[src/rtl/mem_port_arbiter_if.sv]
// Bus bundle for the shared memory port arbiter: Wishbone classic slave,
// CPU read port, SRAM port and the contention counter.
interface mem_port_arbiter_if #(
    parameter int ADDR_W = 12,
    parameter int DATA_W = 8
);
    logic              wb_cyc_i;
    logic              wb_strobe_i;
    logic              wb_we_i;
    logic [31:0]       wb_addr_i;
    logic [31:0]       wb_data_i;
    logic [3:0]        wb_sel_i;
    logic              wb_ack_o;
    logic [31:0]       wb_data_o;

    logic              cpu_req_i;
    logic [ADDR_W-1:0] cpu_addr_i;
    logic              cpu_ack_o;
    logic [DATA_W-1:0] cpu_rdata_o;
    logic              halt_i;

    logic              mem_en_o;
    logic              mem_we_o;
    logic [ADDR_W-1:0] mem_addr_o;
    logic [DATA_W-1:0] mem_wdata_o;
    logic [DATA_W-1:0] mem_rdata_i;

    logic [15:0]       contention_o;

    // Arbiter side of the bundle
    modport slave (
        input  wb_cyc_i, wb_strobe_i, wb_we_i, wb_addr_i, wb_data_i, wb_sel_i,
        output wb_ack_o, wb_data_o,
        input  cpu_req_i, cpu_addr_i, halt_i,
        output cpu_ack_o, cpu_rdata_o,
        output mem_en_o, mem_we_o, mem_addr_o, mem_wdata_o,
        input  mem_rdata_i,
        output contention_o
    );

    // Requester / memory side of the bundle
    modport master (
        output wb_cyc_i, wb_strobe_i, wb_we_i, wb_addr_i, wb_data_i, wb_sel_i,
        input  wb_ack_o, wb_data_o,
        output cpu_req_i, cpu_addr_i, halt_i,
        input  cpu_ack_o, cpu_rdata_o,
        input  mem_en_o, mem_we_o, mem_addr_o, mem_wdata_o,
        output mem_rdata_i,
        input  contention_o
    );
endinterface

[src/rtl/mem_port_arbiter.sv]
// Round-robin arbiter sharing one synchronous SRAM port between a Wishbone
// classic slave and a CPU read port. Every access is IDLE -> ACCESS -> RESP.
module mem_port_arbiter #(
    parameter int ADDR_W = 12,
    parameter int DATA_W = 8
) (
    input  logic                wb_clock_i,
    input  logic                wb_reset_n_i,
    mem_port_arbiter_if.slave   bus
);

    typedef enum logic [1:0] {
        IDLE   = 2'd0,
        ACCESS = 2'd1,
        RESP   = 2'd2
    } state_t;

    typedef enum logic {
        GRANT_CPU = 1'b0,
        GRANT_WB  = 1'b1
    } grant_t;

    state_t            state;
    grant_t            winner;
    grant_t            last_grant;
    logic              mem_en_q;
    logic              mem_we_q;
    logic [ADDR_W-1:0] mem_addr_q;
    logic [DATA_W-1:0] mem_wdata_q;
    logic              wb_ack_q;
    logic              cpu_ack_q;
    logic [DATA_W-1:0] wb_data_q;
    logic [DATA_W-1:0] cpu_rdata_q;
    logic [15:0]       contention_q;

    logic              wb_req;
    logic              cpu_req;
    logic              pick_wb;
    logic [31:0]       wb_data_ext;
    logic              unused_bits;

    // Request decode and round-robin choice: on a tie the side not granted last wins
    always_comb begin
        wb_req  = bus.wb_cyc_i & bus.wb_strobe_i;
        cpu_req = bus.cpu_req_i & ~bus.halt_i;
        pick_wb = wb_req & (~cpu_req | (last_grant == GRANT_CPU));
    end

    // Access sequencer; all port controls are registered so the access is immune to input changes
    always_ff @(posedge wb_clock_i or negedge wb_reset_n_i) begin
        if (!wb_reset_n_i) begin
            state        <= IDLE;
            winner       <= GRANT_CPU;
            last_grant   <= GRANT_CPU;
            mem_en_q     <= 1'b0;
            mem_we_q     <= 1'b0;
            mem_addr_q   <= '0;
            mem_wdata_q  <= '0;
            wb_ack_q     <= 1'b0;
            cpu_ack_q    <= 1'b0;
            wb_data_q    <= '0;
            cpu_rdata_q  <= '0;
            contention_q <= '0;
        end else begin
            case (state)
                IDLE: begin
                    if (wb_req && cpu_req && (contention_q != 16'hFFFF)) begin
                        contention_q <= contention_q + 16'd1;
                    end
                    if (wb_req || cpu_req) begin
                        state    <= ACCESS;
                        mem_en_q <= 1'b1;
                        if (pick_wb) begin
                            winner      <= GRANT_WB;
                            last_grant  <= GRANT_WB;
                            mem_we_q    <= bus.wb_we_i & bus.wb_sel_i[0];
                            mem_addr_q  <= bus.wb_addr_i[ADDR_W+1:2];
                            mem_wdata_q <= bus.wb_data_i[DATA_W-1:0];
                        end else begin
                            winner      <= GRANT_CPU;
                            last_grant  <= GRANT_CPU;
                            mem_we_q    <= 1'b0;
                            mem_addr_q  <= bus.cpu_addr_i;
                        end
                    end
                end
                ACCESS: begin
                    state     <= RESP;
                    mem_en_q  <= 1'b0;
                    mem_we_q  <= 1'b0;
                    wb_ack_q  <= (winner == GRANT_WB);
                    cpu_ack_q <= (winner == GRANT_CPU);
                end
                RESP: begin
                    state     <= IDLE;
                    wb_ack_q  <= 1'b0;
                    cpu_ack_q <= 1'b0;
                    if (winner == GRANT_WB) begin
                        wb_data_q <= bus.mem_rdata_i;
                    end else begin
                        cpu_rdata_q <= bus.mem_rdata_i;
                    end
                end
                default: begin
                    state    <= IDLE;
                    mem_en_q <= 1'b0;
                    mem_we_q <= 1'b0;
                end
            endcase
        end
    end

    // Read data is passed straight through during the ack cycle, then held from the capture register
    always_comb begin
        wb_data_ext = '0;
        if (wb_ack_q) begin
            wb_data_ext[DATA_W-1:0] = bus.mem_rdata_i;
        end else begin
            wb_data_ext[DATA_W-1:0] = wb_data_q;
        end
    end

    assign bus.wb_ack_o     = wb_ack_q;
    assign bus.wb_data_o    = wb_data_ext;
    assign bus.cpu_ack_o    = cpu_ack_q;
    assign bus.cpu_rdata_o  = cpu_ack_q ? bus.mem_rdata_i : cpu_rdata_q;
    assign bus.mem_en_o     = mem_en_q;
    assign bus.mem_we_o     = mem_we_q;
    assign bus.mem_addr_o   = mem_addr_q;
    assign bus.mem_wdata_o  = mem_wdata_q;
    assign bus.contention_o = contention_q;

    // Address, data and select bits outside the memory word are intentionally ignored
    assign unused_bits = ^{bus.wb_addr_i[31:ADDR_W+2], bus.wb_addr_i[1:0],
                           bus.wb_data_i[31:DATA_W], bus.wb_sel_i[3:1]};

endmodule

[src/flat_wrapper.sv]
// flat-port wrapper written by rule: the top's interface ports become plain ports
module mem_port_arbiter_flat 
#(
    parameter int ADDR_W = 12,
    parameter int DATA_W = 8
)
  (wb_clock_i, wb_reset_n_i, bus_wb_cyc_i, bus_wb_strobe_i, bus_wb_we_i, bus_wb_addr_i, bus_wb_data_i, bus_wb_sel_i, bus_wb_ack_o, bus_wb_data_o, bus_cpu_req_i, bus_cpu_addr_i, bus_halt_i, bus_cpu_ack_o, bus_cpu_rdata_o, bus_mem_en_o, bus_mem_we_o, bus_mem_addr_o, bus_mem_wdata_o, bus_mem_rdata_i, bus_contention_o);
  mem_port_arbiter_if #(.ADDR_W(ADDR_W), .DATA_W(DATA_W)) bus_i ();
  input  logic wb_clock_i;
  input  logic wb_reset_n_i;
  input wire logic [$bits(bus_i.wb_cyc_i)-1:0] bus_wb_cyc_i;
  input wire logic [$bits(bus_i.wb_strobe_i)-1:0] bus_wb_strobe_i;
  input wire logic [$bits(bus_i.wb_we_i)-1:0] bus_wb_we_i;
  input wire logic [$bits(bus_i.wb_addr_i)-1:0] bus_wb_addr_i;
  input wire logic [$bits(bus_i.wb_data_i)-1:0] bus_wb_data_i;
  input wire logic [$bits(bus_i.wb_sel_i)-1:0] bus_wb_sel_i;
  output wire logic [$bits(bus_i.wb_ack_o)-1:0] bus_wb_ack_o;
  output wire logic [$bits(bus_i.wb_data_o)-1:0] bus_wb_data_o;
  input wire logic [$bits(bus_i.cpu_req_i)-1:0] bus_cpu_req_i;
  input wire logic [$bits(bus_i.cpu_addr_i)-1:0] bus_cpu_addr_i;
  input wire logic [$bits(bus_i.halt_i)-1:0] bus_halt_i;
  output wire logic [$bits(bus_i.cpu_ack_o)-1:0] bus_cpu_ack_o;
  output wire logic [$bits(bus_i.cpu_rdata_o)-1:0] bus_cpu_rdata_o;
  output wire logic [$bits(bus_i.mem_en_o)-1:0] bus_mem_en_o;
  output wire logic [$bits(bus_i.mem_we_o)-1:0] bus_mem_we_o;
  output wire logic [$bits(bus_i.mem_addr_o)-1:0] bus_mem_addr_o;
  output wire logic [$bits(bus_i.mem_wdata_o)-1:0] bus_mem_wdata_o;
  input wire logic [$bits(bus_i.mem_rdata_i)-1:0] bus_mem_rdata_i;
  output wire logic [$bits(bus_i.contention_o)-1:0] bus_contention_o;
  assign bus_i.wb_cyc_i = bus_wb_cyc_i;
  assign bus_i.wb_strobe_i = bus_wb_strobe_i;
  assign bus_i.wb_we_i = bus_wb_we_i;
  assign bus_i.wb_addr_i = bus_wb_addr_i;
  assign bus_i.wb_data_i = bus_wb_data_i;
  assign bus_i.wb_sel_i = bus_wb_sel_i;
  assign bus_wb_ack_o = bus_i.wb_ack_o;
  assign bus_wb_data_o = bus_i.wb_data_o;
  assign bus_i.cpu_req_i = bus_cpu_req_i;
  assign bus_i.cpu_addr_i = bus_cpu_addr_i;
  assign bus_i.halt_i = bus_halt_i;
  assign bus_cpu_ack_o = bus_i.cpu_ack_o;
  assign bus_cpu_rdata_o = bus_i.cpu_rdata_o;
  assign bus_mem_en_o = bus_i.mem_en_o;
  assign bus_mem_we_o = bus_i.mem_we_o;
  assign bus_mem_addr_o = bus_i.mem_addr_o;
  assign bus_mem_wdata_o = bus_i.mem_wdata_o;
  assign bus_i.mem_rdata_i = bus_mem_rdata_i;
  assign bus_contention_o = bus_i.contention_o;
  mem_port_arbiter #(.ADDR_W(ADDR_W), .DATA_W(DATA_W)) u_core (.wb_clock_i(wb_clock_i), .wb_reset_n_i(wb_reset_n_i), .bus(bus_i));
endmodule
[config.mk]
export PLATFORM = sky130hd
export DESIGN_NAME = mem_port_arbiter_flat
export DESIGN_NICKNAME = d
export VERILOG_FILES = /design/src/rtl/mem_port_arbiter_if.sv /design/src/rtl/mem_port_arbiter.sv /design/src/flat_wrapper.sv
export SDC_FILE = /design/constraint.sdc
export NUM_CORES = 1
export LEC_CHECK = 0
export BUFFER_PORTS_ARGS = -buffer_cell sky130_fd_sc_hd__buf_2
export CELL_PAD_IN_SITES_DETAIL_PLACEMENT = 0
export CELL_PAD_IN_SITES_GLOBAL_PLACEMENT = 2
export CORE_ASPECT_RATIO = 0.6
export CORE_MARGIN = 1.5
export CORE_UTILIZATION = 25
export DETAILED_ROUTE_END_ITERATION = 10
export PLACE_DENSITY_LB_ADDON = 0.1
export SYNTH_ARGS = -nofsm -noshare
export SYNTH_HDL_FRONTEND = slang
export SYNTH_SLANG_ARGS = --single-unit
export TNS_END_PERCENT = 1
[constraint.sdc]
create_clock -name wb_clock_i -period 2.1 [get_ports wb_clock_i]
set_input_delay 0 -clock wb_clock_i [delete_from_list [all_inputs] [get_ports wb_clock_i]]
set_output_delay 0 -clock wb_clock_i [all_outputs]
set_load 0.01 [all_outputs]
== After elaboration in Yosys (flattened, before gate mapping) ==
Index checks and enable logic that the tools add are counted.
Operators by class
  $add $sub $neg: 1
  equality and inequality tests: 4
  multiplexer cells: 13
  bitwise logic cells: 9
  reductions and logical operators: 11
Operator list (number)
  $add A16 B1 Y16 const B: 1
  $mux W8: 2
  $ne A16 B16 Y1 const B: 1
  $mux W12: 1
  $reduce_and A2 Y1: 5
  $pmux W1 S2: 4
  $and A1 B1 Y1: 4
  $mux W1: 4
  $not A1 Y1: 4
  $pmux W2 S2: 1
  $reduce_and A3 Y1: 1
  $eq A2 B1 Y1 const B: 1
  $eq A2 B2 Y1 const B: 1
  $logic_and A1 B1 Y1: 2
  $logic_not A2 Y1: 1
  $mux W2: 1
  $ne A2 B1 Y1 const B: 1
  $reduce_bool A2 Y1: 1
  $logic_or A1 B1 Y1: 1
  $or A1 B1 Y1: 1
Storage, ports and cells
  flip-flop bits (word level): 59
  input bits: 95
  output and inout bits: 80
  word-level logic and storage cells: 49

== Depth between registers and ports, before layout ==
  depth in word-level cells: 8
  depth in mapped cells: 7
  mapped depth without buffers: 5

== Worst setup path after synthesis ==
No wires, ideal clock.
  path kind: reg-to-reg
  start: register u_core.state[0]
  end: register u_core.contention_q[15] (netlist: u_core.bus.contention_o[15])
  library setup time: 0.125 ns
  data arrival time: 1.667 ns
  data required time: 1.975 ns
  path slack: 0.308 ns
  stages on the path, launching flop included: 7
  path buffers: 1
  clock period less this slack: 1.792 ns
  cells stage by stage: dfrtp_1 -> inv_1 -> ha_1 -> clkbuf_1 -> nand4_2 -> nor4_1 -> mux2_2
Between the ends
  cells in the longest elaborated chain, start to end: 2
Ends and longest elaborated chain
  from (decl): RTL line mem_port_arbiter.sv:23  | state_t state;
  from (signal assigned): RTL line mem_port_arbiter.sv:52  | state <= IDLE;
  from (signal assigned): RTL line mem_port_arbiter.sv:71  | state <= ACCESS;
  from (signal assigned): RTL line mem_port_arbiter.sv:88  | state <= RESP;
  $logic_not A2 Y1: RTL line mem_port_arbiter.sv:65  | case (state)
  $reduce_and A2 Y1 (no source line)
  to (signal assigned): RTL line mem_port_arbiter.sv:68  | contention_q <= contention_q + 16'd1;
  to (decl): RTL line mem_port_arbiter.sv:34  | logic [15:0] contention_q;
No other way between the ends.
A chain may end at the register's enable or synchronous reset.

==> results.toml <==
[layout]
final_cell_mix = "buf_2, dfrtp_1, mux2_2, dlygate4sd3_1, conb_1"
syn2layout_area_growth_pct = 44.73
nets = 505
num_antenna_cells = 0
drive_above_1_share = 0.4171
final_common_cell = "buf_2"
fillCellCount = 1163

[drt]
topRoutingLayerUsed = "met4"
dr_wl_met3_um = 609
routed_wl_um = 7217
routed_via_density = 4.119
vias = 2348
drt_iter0_markers = 36
wl_per_cell_um = 12.66
firstDrtPassIters = 4
drcViolationCount = 0
ant_nets = 0
met2RoutedLength_um = 3069
met1_length_um = 3456

[timing]
hold_ws_ns = 0.0001623
drv_slew = 0
finalHoldViolations = 0
fmax_ghz = 0.5407
setup_viol_count_final = 0
fin_tns_setup_ns = 0
fin_skew_ns = 0.005045
final.period_utilization = 0.8807
period_needed_ns = 1.850
rsz0062_at_grt = "false"

[clock_tree]
ctsHtreeMaxLevel = 3
tritoncts = "done"
cts_setup_buffers = 0
cts_made_buffers = 9
cts.path.max_buffers = 2
ctsHoldBuffers = 39
insertion_delay_ns = 0.32
path_clk_slew_ns = 0.05
cts-root-buf = "clkbuf_16"
cts_resized = 0
cts_sinks = 59

[global_routing]
grt_pass1_vias = 2393
track_usage = 0.1230
grt_max_degree = 60
grt_pass1_wl_um = 11880
overflow = 0
antenna_found_initial = 0

[synth]
yosys_warnings = 0
synthesis.area_um2 = 3002
yosysSeqAreaShare = 0.4919
ys_seq_elements = 59
synth.distinct_cells = 37
synth_area_per_cell_um2 = 11.77
synthCells = 255

[worst_setup_path]
endpoint = "u_core.bus.mem_addr_o[3]$_DFFE_PN0P_"
r2r_end = "u_core.bus.mem_addr_o[3]$_DFFE_PN0P_"
ff2ff_path_depth = 5
critPathMaxFanout = 12
crit_arrival_ns = 2.04
crit_start = "u_core.winner$_DFFE_PN0P_"
crit_type = "reg2reg"
critical_path_required_ns = 2.29
cp-start-kind = "register"
reg2reg_from = "u_core.winner$_DFFE_PN0P_"
cp-end-kind = "register"
reg2reg_slack_ns = 0.25

[placed_design]
dp_hpwl_um = 5114
io_buffers = 103
place_congestion = 0.6862

[power_and_ir_drop]
p_per_area_nw_per_um2 = 1186
p_leak_nw = 2.233
ir_drop_mv = 0.4982

[run]
drv_cap = 0

[die]
die_w_um = 144.5
floorplan.initialDensity = 0.2613
fp.dieArea_um2 = 12690
rows = 30
die_h_um = 87.88
io_pins = 175
core_area_um2 = 11490

[worst_hold_path]
hp-class = "in2reg"

[run_status]
status = "finished clean"
report_power, final:
part,total (mW),internal [mW],switching (mW)
Sequential,1.87,1.57,0.296
Combinational,1.82,0.978,0.844
Clock,1.46,0.974,0.488
Total,5.15,3.52,1.63
cells by family after synthesis:
logic type / after synthesis / share of synthesized area
compound gates: 19 / 0.03626
flops: 59 / 0.4919
other cells: 1 / 0.001249
xor+xnor: 13 / 0.03793
buf+inv: 37 / 0.07753
simple gates: 65 / 0.1284
mux: 57 / 0.2101
fa+ha+maj: 4 / 0.01667
area by class of cell:
cell class              count  area [um^2]  area share
clock buffers              13        260.3     0.05991
clock inverters             2        35.03    0.008065
repair buffers            150        978.4      0.2252
multi-input cells         182         1379      0.3174
inverters                   4        15.01    0.003456
flip-flops and latches     59         1476      0.3399
well taps                 160        200.2     0.04608
worst max-delay path: stages, from the launching register on:
cell and delay, ns:
dfrtp_1 0.45, a21o_1 0.17, buf_4 0.25, mux2i_1 0.22
dlygate4sd3_1 0.57, o21ai_0 0.07
per-layer routing:
layer | vias to the layer above | GRT usage
met5 | - | 0
li1 | 1148 | -
met1 | 1116 | 0.1607
met2 | 75 | 0.1827
met3 | 9 | 0.05686
met4 | 0 | 0.03581
flip-flops by register name (all words and copies together) (netlist names):
signal and count:
u_core.cpu_rdata_q 8, u_core.state 2, u_core.bus.mem_we_o 1, u_core.bus.mem_addr_o 12
u_core.winner 1, u_core.bus.mem_en_o 1, u_core.bus.cpu_ack_o 1, u_core.wb_data_q 8
u_core.bus.contention_o 16, u_core.bus.mem_wdata_o 8, u_core.bus.wb_ack_o 1
worst min path at each step:
stage / start / to / slack [ns] / cells past startpoint
after global routing: bus_cpu_addr_i[1] / u_core.bus.mem_addr_o[1]$_DFFE_PN0P_ / 0.08 / 3
after CTS: bus_wb_addr_i[3] / u_core.bus.mem_addr_o[1]$_DFFE_PN0P_ / 0.004 / 3
final: bus_wb_addr_i[3] / u_core.bus.mem_addr_o[1]$_DFFE_PN0P_ / 0.0002 / 3
after floorplan: wb_reset_n_i / u_core.bus.contention_o[0]$_DFFE_PN0P_ / -0.30 / 0
after global placement: wb_reset_n_i / u_core.bus.contention_o[12]$_DFFE_PN0P_ / 0.04 / 2
after detailed placement: wb_reset_n_i / u_core.bus.contention_o[12]$_DFFE_PN0P_ / 0.04 / 2
synthesized netlist by cell type, drive strengths merged:
master / n / share of area
nand2b: 2 / 0.0042
a21o: 1 / 0.0025
and2: 1 / 0.0021
and4: 1 / 0.0029
nand3: 7 / 0.012
nor4b: 2 / 0.0058
ha: 4 / 0.017
dfrtp: 59 / 0.49
clkbuf: 8 / 0.010
nor3b: 1 / 0.0025
conb: 1 / 0.0012
xor2: 12 / 0.035
nand4: 4 / 0.020
a21oi: 1 / 0.0017
inv: 4 / 0.0050
nor2: 5 / 0.0071
xnor2: 1 / 0.0029
o21ai: 14 / 0.023
buf: 25 / 0.063
and2b: 1 / 0.0025
nor3: 6 / 0.010
a221o: 1 / 0.0033
mux2i: 12 / 0.040
nand2: 23 / 0.029
a21boi: 1 / 0.0025
nand3b: 1 / 0.0025
mux2: 45 / 0.17
and3: 3 / 0.0063
nor4: 8 / 0.022
o22a: 1 / 0.0029
stage by stage:
step | power, mW | instances | area (um^2) | setup slack [ns] | util
after floorplan | 2.969 | 278 | 3088 | 0.3078 | -
after global placement | 3.656 | 516 | 3659 | 0.2785 | 0.3185
after detailed placement | 3.691 | 516 | 3659 | 0.2977 | 0.3185
after CTS | 5.252 | 570 | 4344 | 0.2280 | 0.3782
after global routing | 5.558 | 570 | 4344 | 0.1230 | 0.3782
final | 5.153 | 570 | 4344 | 0.2504 | 0.3782
Power figures use the tool's default switching activity.
